<file path="src/rtl/chronologic.sv">
// chronologic: one-cycle x->y follower plus a checker that y_obs answers x on the next edge,
// with saturating attempt/pass/fail counters and an error pulse and latch.
module chronologic #(
  parameter int CNT_W      = 16,
  parameter bit STICKY_ERR = 1
) (
  input  logic             clk,
  input  logic             rst_n,
  input  logic             x_sig,
  input  logic             y_obs,
  input  logic             clr,
  output logic             y_sig,
  output logic             pend,
  output logic             err_pulse,
  output logic             err_sticky,
  output logic [CNT_W-1:0] attempt_cnt,
  output logic [CNT_W-1:0] pass_cnt,
  output logic [CNT_W-1:0] fail_cnt
);
  logic chk_pass, chk_fail;
  assign chk_pass = pend & y_obs;
  assign chk_fail = pend & ~y_obs;
  // clr zeroes the count first, so a same-edge event still lands on top of it
  function automatic logic [CNT_W-1:0] bump(input logic [CNT_W-1:0] c, input logic en, input logic clear);
    logic [CNT_W-1:0] b;
    b = clear ? '0 : c;
    return (en && b != '1) ? b + CNT_W'(1) : b;
  endfunction
  always_ff @(posedge clk or posedge rst_n)
    if (rst_n) begin
      y_sig       <= 1'b0;
      pend        <= 1'b0;
      err_pulse   <= 1'b0;
      err_sticky  <= 1'b0;
      attempt_cnt <= '0;
      pass_cnt    <= '0;
      fail_cnt    <= '0;
    end else begin
      y_sig       <= x_sig;
      pend        <= x_sig;
      err_pulse   <= chk_fail;
      err_sticky  <= STICKY_ERR ? (~clr & err_sticky) | chk_fail : chk_fail;
      attempt_cnt <= bump(attempt_cnt, 1'b1, clr);
      pass_cnt    <= bump(pass_cnt, chk_pass, clr);
      fail_cnt    <= bump(fail_cnt, chk_fail, clr);
    end
endmodule

</file>
<file path="config.mk">
export PLATFORM = sky130hd
export DESIGN_NAME = chronologic
export DESIGN_NICKNAME = d
export VERILOG_FILES = /design/src/rtl/chronologic.sv
export SDC_FILE = /design/constraint.sdc
export NUM_CORES = 1
export LEC_CHECK = 0
export CORE_UTILIZATION = 35
export CTS_BUF_LIST = sky130_fd_sc_hd__clkbuf_8
export CTS_CLUSTER_SIZE = 30
export DETAILED_ROUTE_END_ITERATION = 8
export PLACE_DENSITY = 0.57
export SYNTH_ARGS = -nofsm -noshare
export SYNTH_HDL_FRONTEND = slang
export SYNTH_SLANG_ARGS = --single-unit
</file>
<file path="constraint.sdc">
create_clock -name clk -period 1.9 [get_ports clk]
set_input_delay 0.475 -clock clk [delete_from_list [all_inputs] [get_ports clk]]
set_output_delay 0.475 -clock clk [all_outputs]
set_load 0.01 [all_outputs]
</file>
==> out/summary.txt <==
ROUTE
-----------------------------------------------------------------------------------------------
Number of nets with antenna violations after detailed routing                                 0
Count of routing violations after the opening detailed-route iteration                       78
Wire length reported by the detailed router                                             6840 um
Router iterations before antenna repair                                                       4
DR vias                                                                                    2479
Average wire per standard cell                                                          14.1 um
Number of DRC violations after detailed routing                                               0
Via density per instance                                                                   5.12

TIMING
-----------------------------------------------------------------------------------------------
FMAX                                                                                    540 MHz
Setup repair after global routing missed its margin                                       false
Setup Total Neg Slack                                                                      0 ns
Minimum period implied by the final worst setup slack                                   1.85 ns
Slew Limit Headroom                                                                       69.1%
Clock Skews                                                                          0.00915 ns
Endpoints failing setup                                                                       0
Tightest hold margin                                                                   0.482 ns
Ratio of final minimum period to clock period                                             97.5%
Final count of hold timing violations                                                         0
Worst Max-Slew Pin Slew                                                                0.463 ns
Fin worst setup slack                                                                 0.0481 ns
Slew Viols, Final                                                                             0

GLOBAL ROUTE
-----------------------------------------------------------------------------------------------
Number of global-route vias before repair                                                  2418
Total routing usage reported by global routing                                            17.4%
First-pass GRT wire length                                                             11500 um
Largest net degree at the start of global routing                                            52
Sum of overflow across all layers after global routing                                        0
Initial antenna violation count                                                               0

YOSYS
-----------------------------------------------------------------------------------------------
Top_reg_cell synth                                                                 sky130_fd_sc_hd__dfrtp_1
Number of cells produced by synthesis                                                       277
Post-synthesis sequential area ratio                                                      46.1%
Xor/xnor cell area share of the yosys netlist                                             2.53%
Share of the synthesized area in compound gates (AO/OA/AOI/OAI)                           14.8%
Simple-gate share of the synthesized area                                                 27.2%
Number of synthesized flops with an enable pin                                                0
Synth Area in Adders                                                                     0.452%
Fraction of synthesis flops using an asynchronous set or reset pin                         100%
Synthesized net count                                                                       283
Main combinational cell family by area after synthesis                             simple AND/OR/NAND/NOR gates
Synthesized area divided by synthesized cell count                                   10.0 sq um
Distinct cell type count of the synthesized netlist                                          53
Ys Warns                                                                                      0
Syn Std Cell Area                                                                  0.00277 sq mm
Proportion of synthesized area in mux cells                                               5.11%
Number of register bits inferred by synthesis                                                51

CRITICAL PATH
-----------------------------------------------------------------------------------------------
Critical Setup Path Class                                                          flip-flop to flip-flop
Required time worst endpoint                                                            2.09 ns
Nature of the critical path endpoint                                                  flip-flop
Reg2reg setup slack                                                                     0.05 ns
Arr. time, crit path                                                                    2.04 ns
Critical path fanouts, max                                                                    4
RR Endpoint                                                                        attempt_cnt[4]
R2R depth                                                                                     7
Reg-to-Reg Start                                                                   attempt_cnt[1]
Worst setup SP type                                                                   flip-flop

PWR
-----------------------------------------------------------------------------------------------
Sequential share of power                                                                 56.4%
Leakage power                                                                           1.69 nW
Portion of total power attributed to the clock network                                    33.5%
Power Density                                                                       506 mW/mm^2
Power Internal                                                                          1.51 mW
Pwr Total                                                                               2.00 mW
Sw Ratio                                                                                  24.5%
Total net switching power                                                                489 uW
Max rail drop VDD                                                                        273 uV
Gate power share                                                                          10.1%

CLOCK TREE
-----------------------------------------------------------------------------------------------
Maximum level of the CTS H-tree                                                               2
Number of hold buffers added after CTS                                                        0
CTS sink count                                                                               51
Root Buffer Master                                                                 sky130_fd_sc_hd__clkbuf_8
Clock input transition at the sequential cells of the worst setup and hold paths        0.09 ns
Deepest clock path buffer count                                                               2
Clk_lat worst skew                                                                      0.31 ns
Postcts setup bufs                                                                            0
TritonCTS clock tree                                                                      built
Total CTS buffers                                                                             5
Post-CTS Resized                                                                              4

DIE
-----------------------------------------------------------------------------------------------
Area of the placeable core                                                         0.00769 sq mm
Die Y-Extent                                                                            90.9 um
Boundary pin count                                                                           57
Starting utilization of the core area                                                     36.0%
Die area                                                                           0.00827 sq mm
Die X                                                                                   90.9 um
Row count                                                                                    32

FINISH
-----------------------------------------------------------------------------------------------
Number of diodes                                                                              0
Commonest cells after routing, fill and taps aside                                 54 x sky130_fd_sc_hd__clkdlybuf4s50_1, 52 x sky130_fd_sc_hd__buf_4, 47 x sky130_fd_sc_hd__dfrtp_1
Layout cells sized above 1                                                                24.9%
Nets                                                                                        387
Core occupancy in the finished layout                                                     51.4%
Synthesis-to-finish area growth                                                           42.7%
Most frequent standard cell in the layout excluding fill and tap cells             sky130_fd_sc_hd__clkdlybuf4s50_1
Final std cell area, no fill                                                       0.00395 sq mm
Layout Cells excl Fill                                                                      484

PLACE
-----------------------------------------------------------------------------------------------
Port Buffer Count                                                                            56
Global placement routability congestion                                                   0.785
Placed instance area                                                               0.00383 sq mm
Number of placed instances with taps included                                               476
Placement Setup Slack                                                                 -0.395 ns
Post-DP HPWL                                                                            5040 um

STATUS
-----------------------------------------------------------------------------------------------
Status                                                                             finished clean

WORST HOLD PATH
-----------------------------------------------------------------------------------------------
HP Start                                                                             err_sticky
Hold endpoint                                                                        err_sticky
Number of cells on the worst hold path                                                        1
Hold Path Class                                                                    flip-flop to flip-flop

RUN
-----------------------------------------------------------------------------------------------
Max Cap Violations                                                                            0

metal layers:
layer / GRT usage (%) / wire length [um] / vias up
li1: - / - / 1224
met3: 3.10 / 253 / 14
met1: 22.1 / 3230 / 1187
met5: 0 / 0 / -
met4: 7.14 / 151 / 0
met2: 29.0 / 3210 / 54
flip-flops by register name, indices dropped and copies added (netlist names):
register,flops
pass_cnt,16
pend,1
fail_cnt,16
err_pulse,1
attempt_cnt,16
err_sticky,1
synth_stat cells, types with 8 or more instances:
cell | number | area share, %
sky130_fd_sc_hd__nand2_1 | 14 | 1.9
sky130_fd_sc_hd__mux2_2 | 8 | 3.3
sky130_fd_sc_hd__xnor2_1 | 8 | 2.5
sky130_fd_sc_hd__a21oi_1 | 20 | 3.6
sky130_fd_sc_hd__dfrtp_1 | 51 | 46
sky130_fd_sc_hd__inv_1 | 11 | 1.5
sky130_fd_sc_hd__nor2b_1 | 15 | 3.4
sky130_fd_sc_hd__nor2_1 | 20 | 2.7
sky130_fd_sc_hd__nor3_1 | 10 | 1.8
sky130_fd_sc_hd__nand3_1 | 12 | 2.2
worst max-delay path by stage:
stage,from,end,slack (ns),cells after the start
detailed placement,y_obs,fail_cnt[14],-0.39,5
CTS,fail_cnt[11],fail_cnt[11],0.006,1
global placement,y_obs,fail_cnt[5],-0.35,6
global route,attempt_cnt[1],attempt_cnt[4],0.003,7
floorplan,clr,attempt_cnt[1],-0.09,8
finish,attempt_cnt[1],attempt_cnt[4],0.05,7
cell type report:
class                      instances  area, sq um
fill                             760         3740
timing repair buffer             109          965
clock inverter                     2         16.3
clock buffer                       6         82.6
inverter                          11         41.3
multi-input combinational        203         1440
sequential                        51         1280
tap                              102          128
worst max-delay path, stage by stage (launching register included):
cell and delay (ns):
sky130_fd_sc_hd__dfrtp_1 0.39, sky130_fd_sc_hd__nor2b_2 0.18, sky130_fd_sc_hd__ha_4 0.17, sky130_fd_sc_hd__and3b_1 0.18, sky130_fd_sc_hd__and4_4 0.20, sky130_fd_sc_hd__and2_4 0.14, sky130_fd_sc_hd__buf_4 0.13, sky130_fd_sc_hd__or3_1 0.35
logic make-up after synthesis:
group                    Yosys count
adder cells (fa/ha/maj)            1
multiplexers                      13
XOR/XNOR                           8
flip-flops                        51
buffers and inverters             23
AO/OA/AOI/OAI                     62
AND/OR/NAND/NOR                  119
power by group through the flow:
stage               logic [mW]  clock network (mW)  registers (mW)
global placement         0.203                   0            1.15
detailed placement       0.206                   0            1.15
finish                   0.202               0.669            1.13
floorplan               0.0895                   0            1.15
global route             0.221               0.740            1.13
CTS                      0.205               0.698            1.13
Note: power is estimated with default switching activity, not from simulation.
